`src/rtl/wav_stream_parser.sv`:
```
// wav_stream_parser: checks a canonical 44-byte PCM WAV header arriving as a
// byte stream, exposes the decoded format fields, then forwards exactly
// data_size payload bytes as 8-bit samples over a valid/ready interface.
module wav_stream_parser #(
  parameter bit STRICT = 1'b1
) (
  input  logic        clk,
  input  logic        rstn,
  input  logic        restart_i,
  input  logic        byte_valid_i,
  input  logic [7:0]  byte_data_i,
  output logic        byte_ready_o,
  output logic        sample_valid_o,
  output logic [7:0]  sample_data_o,
  input  logic        sample_ready_i,
  output logic [31:0] sample_rate_o,
  output logic [15:0] num_channels_o,
  output logic [15:0] bits_per_sample_o,
  output logic [31:0] data_size_o,
  output logic        hdr_done_o,
  output logic        done_o,
  output logic        error_o
);

  localparam int unsigned IDX_W         = 6;
  localparam int unsigned LAST_HDR_BYTE = 43;

  // Magic words as they appear once four file-order bytes are packed little-endian
  localparam logic [31:0] MAGIC_RIFF = 32'h4646_4952;
  localparam logic [31:0] MAGIC_WAVE = 32'h4556_4157;
  localparam logic [31:0] MAGIC_FMT  = 32'h2074_6D66;
  localparam logic [31:0] MAGIC_DATA = 32'h6174_6164;

  typedef enum logic [2:0] {
    S_HEADER,
    S_DATA,
    S_DRAIN,
    S_DONE,
    S_ERROR
  } state_t;

  state_t           state_q;
  logic [IDX_W-1:0] idx_q;
  logic [23:0]      shift_q;      // previous three header bytes, newest in [23:16]
  logic [31:0]      remaining_q;

  logic        byte_fire;
  logic        sample_fire;
  logic [31:0] word_c;            // 4-byte field ending at the current byte
  logic [15:0] half_c;            // 2-byte field ending at the current byte
  logic        hdr_bad_c;

  assign byte_fire   = byte_valid_i & byte_ready_o;
  assign sample_fire = sample_valid_o & sample_ready_i;
  assign word_c      = {byte_data_i, shift_q};
  assign half_c      = {byte_data_i, shift_q[23:16]};

  // Input ready from state; a restart cycle never accepts a byte
  always_comb begin
    byte_ready_o = 1'b0;
    case (state_q)
      S_HEADER: byte_ready_o = ~restart_i;
      S_DATA:   byte_ready_o = ~restart_i & (~sample_valid_o | sample_ready_i);
      default:  byte_ready_o = 1'b0;
    endcase
  end

  // Header field check, evaluated on the last byte of each checked field
  always_comb begin
    hdr_bad_c = 1'b0;
    case (idx_q)
      6'd3:    hdr_bad_c = (word_c != MAGIC_RIFF);
      6'd11:   hdr_bad_c = (word_c != MAGIC_WAVE);
      6'd15:   hdr_bad_c = (word_c != MAGIC_FMT);
      6'd19:   hdr_bad_c = (word_c != 32'd16);
      6'd21:   hdr_bad_c = (half_c != 16'd1);
      6'd23:   hdr_bad_c = STRICT & (half_c != 16'd1);
      6'd33:   hdr_bad_c = STRICT & (half_c != 16'd1);
      6'd35:   hdr_bad_c = STRICT & (half_c != 16'd8);
      6'd39:   hdr_bad_c = (word_c != MAGIC_DATA);
      default: hdr_bad_c = 1'b0;
    endcase
  end

  // Parser state, field capture, payload register and status flags
  always_ff @(posedge clk or negedge rstn) begin
    if (!rstn) begin
      state_q           <= S_HEADER;
      idx_q             <= '0;
      shift_q           <= '0;
      remaining_q       <= '0;
      sample_valid_o    <= 1'b0;
      sample_data_o     <= '0;
      sample_rate_o     <= '0;
      num_channels_o    <= '0;
      bits_per_sample_o <= '0;
      data_size_o       <= '0;
      hdr_done_o        <= 1'b0;
      done_o            <= 1'b0;
      error_o           <= 1'b0;
    end else if (restart_i) begin
      state_q           <= S_HEADER;
      idx_q             <= '0;
      shift_q           <= '0;
      remaining_q       <= '0;
      sample_valid_o    <= 1'b0;
      sample_data_o     <= '0;
      sample_rate_o     <= '0;
      num_channels_o    <= '0;
      bits_per_sample_o <= '0;
      data_size_o       <= '0;
      hdr_done_o        <= 1'b0;
      done_o            <= 1'b0;
      error_o           <= 1'b0;
    end else begin
      case (state_q)
        S_HEADER: begin
          if (byte_fire) begin
            idx_q   <= idx_q + IDX_W'(1);
            shift_q <= {byte_data_i, shift_q[23:8]};
            case (idx_q)
              6'd22, 6'd23:
                num_channels_o[{idx_q[0], 3'b000} +: 8] <= byte_data_i;
              6'd24, 6'd25, 6'd26, 6'd27:
                sample_rate_o[{idx_q[1:0], 3'b000} +: 8] <= byte_data_i;
              6'd34, 6'd35:
                bits_per_sample_o[{idx_q[0], 3'b000} +: 8] <= byte_data_i;
              6'd40, 6'd41, 6'd42, 6'd43:
                data_size_o[{idx_q[1:0], 3'b000} +: 8] <= byte_data_i;
              default: ;
            endcase
            if (hdr_bad_c) begin
              state_q <= S_ERROR;
              error_o <= 1'b1;
            end else if (idx_q == IDX_W'(LAST_HDR_BYTE)) begin
              hdr_done_o  <= 1'b1;
              remaining_q <= word_c;
              state_q     <= (word_c == 32'd0) ? S_DRAIN : S_DATA;
            end
          end
        end
        S_DATA: begin
          if (byte_fire) begin
            sample_valid_o <= 1'b1;
            sample_data_o  <= byte_data_i;
            remaining_q    <= remaining_q - 32'd1;
            if (remaining_q == 32'd1) begin
              state_q <= S_DRAIN;
            end
          end else if (sample_fire) begin
            sample_valid_o <= 1'b0;
          end
        end
        S_DRAIN: begin
          if (~sample_valid_o | sample_ready_i) begin
            sample_valid_o <= 1'b0;
            done_o         <= 1'b1;
            state_q        <= S_DONE;
          end
        end
        default: ;
      endcase
    end
  end

endmodule

```
`config.mk`:
```
export PLATFORM = sky130hd
export DESIGN_NAME = wav_stream_parser
export DESIGN_NICKNAME = d
export VERILOG_FILES = /design/src/rtl/wav_stream_parser.sv
export SDC_FILE = /design/constraint.sdc
export NUM_CORES = 1
export LEC_CHECK = 0
export CAP_MARGIN = 30
export CORE_MARGIN = 5
export CORE_UTILIZATION = 59
export DETAILED_ROUTE_END_ITERATION = 8
export MAX_ROUTING_LAYER = met4
export PLACE_DENSITY = 0.95
export SYNTH_ARGS = -nofsm -noshare
export SYNTH_HDL_FRONTEND = slang
export SYNTH_SLANG_ARGS = --single-unit
```
`constraint.sdc`:
```
create_clock -name clk -period 4 [get_ports clk]
set_clock_uncertainty 0.05 [all_clocks]
set_input_delay 0.8 -clock clk [delete_from_list [all_inputs] [get_ports clk]]
set_output_delay 0.8 -clock clk [all_outputs]
set_load 0.1 [all_outputs]
```
==> impl_metrics.env <==
export IMPL_synth_top_family_by_area="simple AND/OR/NAND/NOR gates"
export IMPL_synthDistinctLibCells=59
export IMPL_drive_gt1_share_pct=9.473
export IMPL_wl_per_cell_um=21.37
export IMPL_whs_ps=162.6
export IMPL_synth_area_sq_um=8429
export IMPL_die_w_um=129.5
export IMPL_hpwl_um=16600
export IMPL_cp_data_arrival_time_ps=3500
export IMPL_p_leak_nw=4.592
export IMPL_nFillCells=858
export IMPL_hold_buffers=0
export IMPL_grt_max_degree=96
export IMPL_outcome="complete, no violations"
export IMPL_vias=7791
export IMPL_cts_setup_buffers=0
export IMPL_antenna_found_initial=0
export IMPL_syn_nets=928
export IMPL_synth_area_leaders="dfrtp_1 51%, nand2_1 6.1%, o21ai_0 5.6%"
export IMPL_routed_wl_um=25730
export IMPL_dieArea_sq_um=16780
export IMPL_synth_mux_area_share_pct=8.312
export IMPL_synth_async_reset_ratio_pct=100.0
export IMPL_start_kind="flip-flop"
export IMPL_fin_crit_sh_pct=80.58
export IMPL_worst_pin_slew_ps=1068
export IMPL_tns_ps=0
export IMPL_cts_sinks=173
export IMPL_setup_worst_path_end_class="flip-flop"
export IMPL_criticalPathCategory="reg2reg"
export IMPL_grt_busiest_layer="met2"
export IMPL_met2_usage_pct=51.19
export IMPL_area_delta_synth_final_pct=23.75
export IMPL_syn_inst=907
export IMPL_rows=43
export IMPL_synth_xor_area_share_pct=1.039
export IMPL_drcViolationCount=0
export IMPL_antenna_cells=0
export IMPL_synth_seq_cells=173
export IMPL_overflow=0
export IMPL_drv_slew=0
export IMPL_yosys_area_share_simple_pct=20.39
export IMPL_synth_adder_area_share_pct=1.187
export IMPL_finalHoldViolations=0
export IMPL_ctsResizeCount=0
export IMPL_drt_iter0_drc=1024
export IMPL_synth_area_per_cell_sq_um=9.294
export IMPL_dr_pass1_iters=8
export IMPL_use_met1_pct=39.09
export IMPL_fmax_mhz=310.2
export IMPL_layout_min_cycle_time_ps=3223
export IMPL_clock_latency_ps=440
export IMPL_yosys_area_top_type="dfrtp_1"
export IMPL_nNetsFinal=1032
export IMPL_reg2reg_depth=8
export IMPL_synth_ff_type="dfrtp_1"
export IMPL_clk_pin_slew_worst_paths_ps=70
export IMPL_core_sq_um=13930
export IMPL_viasPerCell=6.471
export IMPL_use_met3_pct=11.83
export IMPL_numCtsBuffers=17
export IMPL_grt_pass1_vias=7980
export IMPL_globalplace_congestion=0.9395
export IMPL_cts_root_buf="clkbuf_16"
export IMPL_synth_seq_area_share_pct=51.36
export IMPL_synth_edf_count=0
export IMPL_cts_tree="done"
export IMPL_final_common_cell="dfrtp_1"
export IMPL_start_util_pct=60.49
export IMPL_required_ps=4270
export IMPL_maxCapViolCount=0
export IMPL_yosysWarnings=0
export IMPL_setup_viol=0
export IMPL_grtUsageTotal_pct=32.99
export IMPL_grt_first_pass_wirelength_um=41700
export IMPL_relSlewSlack_pct=28.33
export IMPL_ios=122
export IMPL_path_max_fanout=17
export IMPL_vdd_ir_drop_worst_mv=0.3171
export IMPL_die_y_um=129.5
export IMPL_cts_buffer_depth=2
export IMPL_io_buffers=121
export IMPL_most_common_layout_cells="173 x dfrtp_1, 137 x nand2_1, 118 x clkdlybuf4s50_1"
export IMPL_synth_top_area_share_pct=51.36
export IMPL_p_per_area_nw_per_um2=429.6
export IMPL_ant_nets=0
export IMPL_synth_compound_area_share_pct=14.62
export IMPL_hold_path_class="in2async"
export IMPL_htreeDepth=4
export IMPL_rsz0062_at_grt="false"
-- final timing paths --
kind                                       start          endpoint  slack, ps
min in group clk                sample_rate_o[5]  sample_rate_o[5]        430
max in group asynchronous                   rstn    remaining_q[4]       2750
worst max-delay path                    idx_q[0]        state_q[2]        780
worst max register to register          idx_q[0]        state_q[2]        780
worst min register to register  sample_rate_o[5]  sample_rate_o[5]        430
worst min-delay path                        rstn  sample_rate_o[0]        160
-- power by group --
part	internal, mW	total (mW)	leakage, nW	switching [mW]
Clock	1.05	1.76	0.300	0.717
Combinational	0.213	0.829	1.91	0.616
Sequential	1.82	1.89	2.38	0.0720
Total	3.08	4.48	4.59	1.41
-- stage by stage --
stage	setup WS (ps)	total power, mW	cell area (sq um)	util, %	cells
final	776.6	4.481	10430	74.86	1204
after global routing	638.1	4.632	10430	74.86	1204
after CTS	861.8	4.462	10420	74.80	1203
after detailed placement	865.7	2.719	9801	70.33	1171
after global placement	878.5	2.698	9801	70.33	1171
after floorplan	747.9	2.468	8429	-	907
-- metal layers --
metal / routed length [um] / part of all wire, %
met1: 9270 / 36
met2: 12230 / 48
met3: 3030 / 12
met4: 1194 / 4.6
met5: 0 / 0
-- worst max-delay path: stages, from the launching register on --
cell and delay (ps):
dfrtp_1 680, ha_1 640, nand2b_1 310, o2bb2ai_1 210, a2111oi_2 350, nand4_1 150
o31ai_2 380, a21oi_1 150, a21o_1 170
-- flip-flops by register name, summed over array words and instances (netlist names), 6 cells and up --
signal and count:
shift_q 24, sample_rate_o 32, num_channels_o 16, idx_q 6, bits_per_sample_o 16, data_size_o 32, sample_data_o 8, remaining_q 32
-- area by class of cell --
class	instances	area, sq um	share of cell area [%]
clock buffer	18	429.2	4.114
clock inverter	14	193.9	1.859
inverter	9	33.78	0.3239
multi-input combinational	669	3840	36.81
sequential	173	4329	41.50
tap	180	225.2	2.159
timing repair buffer	141	1380	13.23
-- kinds of logic (layout without fill, tap and decap cells) --
logic type,Yosys count,in the layout
buffers and inverters,65,182
AOI/OAI and AO/OA,219,219
and+or+nand+nor,366,366
xor gates and xnor gates,10,10
adders and majority gates,8,8
DFF,173,173
muxes,66,66
-- Yosys cell counts, drive strengths merged (8+ instances only) --
master	n
nand2	137
buf	13
o21ai	110
a22oi	11
ha	8
mux2	32
inv	9
clkbuf	43
nor3	22
dfrtp	173
nor2	111
mux2i	34
nand4	10
a21oi	62
nor4	20
Note: power is estimated with default switching activity, not from simulation.
